<file path="src/rtl/mem_port_arbiter.sv">
// Two-requester round-robin arbiter for one single-ported synchronous memory.
// Optional per-requester stall counters are compiled in with MEM_ARB_PERF_CNT_EN.
module mem_port_arbiter #(
   parameter int ADDR_W = 8,
   parameter int DATA_W = 32
) (
   input  logic              clk,
   input  logic              rst,
   input  logic              r0_en,
   input  logic              r0_we,
   input  logic [ADDR_W-1:0] r0_addr,
   input  logic [DATA_W-1:0] r0_wr_data,
   input  logic              r1_en,
   input  logic              r1_we,
   input  logic [ADDR_W-1:0] r1_addr,
   input  logic [DATA_W-1:0] r1_wr_data,
   output logic              r0_gnt,
   output logic              r1_gnt,
   output logic              r0_rd_valid,
   output logic              r1_rd_valid,
   output logic [DATA_W-1:0] r0_rd_data,
   output logic [DATA_W-1:0] r1_rd_data,
   output logic              mem_en,
   output logic              mem_we,
   output logic [ADDR_W-1:0] mem_addr,
   output logic [DATA_W-1:0] mem_wr_data,
   input  logic [DATA_W-1:0] mem_rd_data
`ifdef MEM_ARB_PERF_CNT_EN
   ,
   output logic [31:0]       r0_stall_cnt,
   output logic [31:0]       r1_stall_cnt
`endif
);

   // last_gnt = 1 means r1 was served last, so r0 wins the next conflict.
   logic last_gnt;
   logic gnt0;
   logic gnt1;
   logic vld_p1;
   logic owner_p1;

   // Grant is combinational; requests are ignored while reset is held low.
   always_comb begin
      gnt0 = 1'b0;
      gnt1 = 1'b0;
      if (rst) begin
         if (r0_en && r1_en) begin
            gnt0 = last_gnt;
            gnt1 = ~last_gnt;
         end else begin
            gnt0 = r0_en;
            gnt1 = r1_en;
         end
      end
   end

   assign r0_gnt = gnt0;
   assign r1_gnt = gnt1;

   always_comb begin
      mem_en      = gnt0 | gnt1;
      mem_we      = 1'b0;
      mem_addr    = '0;
      mem_wr_data = '0;
      if (gnt0) begin
         mem_we      = r0_we;
         mem_addr    = r0_addr;
         mem_wr_data = r0_wr_data;
      end else if (gnt1) begin
         mem_we      = r1_we;
         mem_addr    = r1_addr;
         mem_wr_data = r1_wr_data;
      end
   end

   always_ff @(posedge clk or negedge rst) begin
      if (!rst) begin
         last_gnt <= 1'b1;
      end else if (gnt0 || gnt1) begin
         last_gnt <= gnt1;
      end
   end

   // ---- stage p1: read tag, aligned with the memory's one-cycle read latency
   always_ff @(posedge clk or negedge rst) begin
      if (!rst) begin
         vld_p1   <= 1'b0;
         owner_p1 <= 1'b0;
      end else begin
         vld_p1   <= mem_en & ~mem_we;
         owner_p1 <= gnt1;
      end
   end

   assign r0_rd_valid = vld_p1 & ~owner_p1;
   assign r1_rd_valid = vld_p1 &  owner_p1;
   assign r0_rd_data  = r0_rd_valid ? mem_rd_data : '0;
   assign r1_rd_data  = r1_rd_valid ? mem_rd_data : '0;

`ifdef MEM_ARB_PERF_CNT_EN
   function automatic logic [31:0] sat_inc(input logic [31:0] cnt);
      return (cnt == '1) ? cnt : cnt + 32'd1;
   endfunction

   always_ff @(posedge clk or negedge rst) begin
      if (!rst) begin
         r0_stall_cnt <= '0;
         r1_stall_cnt <= '0;
      end else begin
         if (r0_en && !gnt0) r0_stall_cnt <= sat_inc(r0_stall_cnt);
         if (r1_en && !gnt1) r1_stall_cnt <= sat_inc(r1_stall_cnt);
      end
   end
`endif

endmodule

</file>
<file path="config.mk">
export PLATFORM = sky130hd
export DESIGN_NAME = mem_port_arbiter
export DESIGN_NICKNAME = d
export VERILOG_FILES = /design/src/rtl/mem_port_arbiter.sv
export SDC_FILE = /design/constraint.sdc
export NUM_CORES = 1
export LEC_CHECK = 0
export BUFFER_PORTS_ARGS = -buffer_cell sky130_fd_sc_hd__buf_4
export CAP_MARGIN = 25
export CORE_AREA = 4 4 87 89
export DETAILED_ROUTE_END_ITERATION = 7
export DIE_AREA = 0 0 91 93
export PLACE_DENSITY_LB_ADDON = 0.05
export SYNTH_ARGS = -nofsm -noshare
export SYNTH_HDL_FRONTEND = slang
export SYNTH_SLANG_ARGS = --single-unit
</file>
<file path="constraint.sdc">
create_clock -name clk -period 2 [get_ports clk]
set_input_delay 0.4 -clock clk [delete_from_list [all_inputs] [get_ports clk]]
set_output_delay 0.4 -clock clk [all_outputs]
set_load 0.01 [all_outputs]
</file>
Word-level counts from Yosys, hierarchy flattened --
Index checks and enable logic that the tools add are counted. W data, S select, Z words.
Word-level totals: register bits after elaboration 3, latch bits 0, bits in writable memories 0, bits in read-only memories 0, input bits 118, output and inout port bits 110, word-level logic and storage cells 24, memories kept 0
Cells by class: $add $sub $neg 0, $mul 0, div/mod/pow operators 0, order comparisons 0, equal/unequal tests 0, shifts and indexed selects 0, multiplexer cells 12, bitwise operators 7, reductions and logical operators 2
Operator list (count):
- $mux W32 | 4
- $mux W8 | 2
- $mux W1 | 6
- $and A1 B1 Y1 | 3
- $not A1 Y1 | 3
- $logic_and A1 B1 Y1 | 1
- $logic_or A1 B1 Y1 | 1
- $or A1 B1 Y1 | 1

Longest topological paths before layout --
word-level depth 7, depth in mapped cells 5, gate-level depth less buffers 2

Worst setup path after synthesis --
OpenSTA, ideal clock, no wires.
kind register to output, start point register last_gnt, end point output mem_we, arrival 1.149 ns, required time 1.600 ns, path slack 0.451 ns, stages on the path, launching flop included 5, path buffers 2, path through dfstp_2 -> nor2b_1 -> buf_6 -> buf_6 -> o32ai_2
Between the ends: longest elaborated chain between the ends 5, elaborated cells between the ends (all ways) 7, those cells by class 6 x mux; 1 x bitwise
Ends and longest elaborated chain:
- start: declaration | line 36 | logic last_gnt;
- start signal: assignment | line 80 | last_gnt <= gnt1;
- $not A1 Y1 | line 49 | gnt1 = ~last_gnt;
- $mux W1 | line 47 | if (r0_en && r1_en) begin
- $mux W1 | line 46 | if (rst) begin
- $mux W1 | line 69 | end else if (gnt1) begin
- $mux W1 * | line 65 | if (gnt0) begin
- end: declaration | line 24 | output logic mem_we,
Mark *: on every way between the ends. The rest lies on a longest branch, timed or not.

Final worst setup path --
Ends and elaborated chain as after synthesis.

==> results.json <==
{
  "status": "finished clean",
  "r2r_start": "last_gnt$_DFFE_PN1P_",
  "syn_avg_cell_area_um2": 7.32,
  "via_per_inst": 4.77,
  "start_kind": "flop",
  "hpwl_um": 6610,
  "drt-initial-drc-count": 60,
  "finalSetupTns_ns": 0,
  "ys_warn_count": 0,
  "drc_errors": 0,
  "worst_setup_path_end_kind": "output pin",
  "slowest_stage": "dfstp_2",
  "async_flop_share_pct": 100,
  "met2_usage_pct": 34.3,
  "ys_seq_area_share_pct": 4.38,
  "port_buffers": 227,
  "grt.busiest_layer": "met2",
  "htree_levels": 1,
  "grt_first_pass_wirelength_um": 12200,
  "min_period_ns": 1.95,
  "drt-total-wl_um": 8330,
  "fin_cells": 536,
  "fin_worst_skew_ns": 0.00207,
  "overflow": 0,
  "grt_pass1_vias": 2369,
  "p_leak_uw": 0.00196,
  "clock_latency_ns": 0.21,
  "drive_gt1_share_pct": 64.5,
  "fin_nets": 575,
  "r2r-end": "vld_p1$_DFF_PN0_",
  "dr.pass1.iters": 6,
  "syn_nets": 356,
  "setup_viol": 0,
  "critical-path-max-stage-delay_ns": 0.61,
  "path_cells": "nor2b_4, buf_12, o32ai_2, buf_4",
  "maxSlewViolCount": 0,
  "path_clk_slew_ns": 0.03,
  "hold_viol": 0,
  "coreArea_um2": 6760,
  "io_pins": 228,
  "antenna_cells": 0,
  "initial_core_util_pct": 25.8,
  "syn_area_um2": 1740,
  "syn2layout_area_growth_pct": 107,
  "grt_start_max_net_pins": 62,
  "fmax_ghz": 0.512,
  "powerDensity_nw_per_um2": 306,
  "rows": 30,
  "wl_per_cell_um": 15.5,
  "ys_ff_latch": 3,
  "tightest_slew_ns": 0.433,
  "path_max_fanout": 18,
  "syn_inst": 238,
  "arrival_ns": 1.55,
  "rr_worst_depth": 3,
  "track_usage_pct": 17.4,
  "die_w_um": 91,
  "synth_edf_count": 0,
  "die_y_um": 93,
  "rsz0062_at_grt": "true",
  "clk_path_buf_depth": 2,
  "endpoint": "mem_we",
  "ant_nets": 0,
  "cts_tree": "done",
  "use_met3_pct": 4.67,
  "relSlewSlack_pct": 71.1,
  "synth_top_area_share_pct": 36.4,
  "rrSetupSlack_ns": 0.76,
  "antenna_found_initial": 0,
  "fin_crit_sh_pct": 97.7,
  "routabilityCongestion": 0.781,
  "clkSinkCount": 3,
  "dieArea_um2": 8460,
  "criticalPathCategory": "flop to output pin",
  "maxCapViolations": 0,
  "hold_class": "input pin to async pin",
  "cts-root-buf": "clkbuf_8",
  "cts_inserted_buffers": 3,
  "ys_dominant_reg_cell": "dfrtp_1",
  "netlist_top_cells_area": "o32ai_2 36%, nand2_1 18%, and2_1 12%",
  "crit_start": "last_gnt$_DFFE_PN1P_",
  "synth_area_leader_cell": "o32ai_2",
  "vias": 2558,
  "yosysUniqueCellTypes": 21,
  "peakVddDrop_mv": 0.182,
  "placed_cells": 524,
  "worstPathRequired_ns": 1.60,
  "groute.layer.met1.usage_pct": 18.1
}
[cell families after synthesis]
kind of cell | after synthesis | share of synthesized area [%]
AND/OR/NAND/NOR | 155 | 43.8
AO/OA/AOI/OAI | 45 | 39.1
buffers and inverters | 35 | 12.7
flip-flops | 3 | 4.38
[repair_timing]
action / in CTS / in global routing
endpoints found under the setup margin: 42 / 11
gates resized for setup: 1 / 1
buffers inserted: 1 / 6
pin swaps: 1 / 0
gates cloned: 1 / 0
hold buffers: 0 / 0
[Yosys cell counts, types with 2 or more instances]
master,n
nand2_1,82
o32ai_2,39
and2_1,33
and3_1,32
buf_2,15
buf_6,9
clkbuf_1,8
nor2_1,3
o32ai_1,3
dfrtp_1,2
nand2b_1,2
[layout make-up]
cell class | instances | area (µm²)
timing repair buffer | 246 | 1910
inverter | 2 | 7.51
tap | 80 | 100
sequential | 3 | 76.3
multi-input combinational | 201 | 1470
fill | 668 | 3150
clock buffer | 4 | 45.0
[metrics by stage]
| stage | setup slack, ns | power, µW | hold WS, ns | area, µm² | utilization (%) |
|---|---|---|---|---|---|
| floorplan | 0.451 | 505 | 0.104 | 1740 | - |
| global placement | -0.0741 | 899 | 0.385 | 3490 | 51.7 |
| detailed placement | -0.107 | 909 | 0.385 | 3490 | 51.7 |
| CTS | 0.0234 | 1100 | 0.162 | 3560 | 52.7 |
| global route | -0.00779 | 1180 | 0.172 | 3610 | 53.4 |
| finish | 0.0463 | 1110 | 0.162 | 3610 | 53.4 |
[power breakdown]
group	switching [µW]	internal, µW
Combinational	379	467
Sequential	15.4	71.4
Clock	37.0	136
Total	431	674
[cells in the final DEF, fill, tap and decap left out]
master    count
nor3_1        1
a31oi_1       1
clkbuf_1      1
o32ai_2      39
and3_1       32
o32ai_1       3
nor2b_4       3
inv_2         1
dfstp_2       1
a21bo_4       1
a21oi_1       1
nand2_1      82
clkbuf_8      3
dfrtp_1       2
nor2_1        3
nand2b_1      2
and2_1       33
buf_4       241
inv_1         1
buf_12        5
[per-layer routing]
metal | wire length (µm) | up-vias | part of all wire, %
li1 | - | 1282 | -
met1 | 3010 | 1138 | 36
met2 | 4470 | 128 | 54
met3 | 734 | 10 | 8.8
met4 | 125 | 0 | 1.5
met5 | 0 | - | 0
[worst min path at each step]
stage	startpoint	end	slack (ns)	depth (start not counted)
final	rst	owner_p1$_DFF_PN0_	0.16	2
after CTS	rst	owner_p1$_DFF_PN0_	0.16	2
after global placement	rst	owner_p1$_DFF_PN0_	0.38	2
after floorplan	rst	owner_p1$_DFF_PN0_	0.10	0
after global routing	rst	owner_p1$_DFF_PN0_	0.17	2
after detailed placement	rst	owner_p1$_DFF_PN0_	0.39	2
[state kept, by name, summed over array words and instances, names as in the netlist]
| signal | cells |
|---|---|
| owner_p1 | 1 |
| vld_p1 | 1 |
| last_gnt | 1 |
[worst max-delay path: cells and delay by family, from the launching register on]
kind | cells | cell delay [ns]
AOI/OAI and AO/OA | 1 | 0.26
DFF | 1 | 0.61
and+or+nand+nor | 1 | 0.11
buffers and inverters | 2 | 0.35
(Power assumes the default switching activity.)
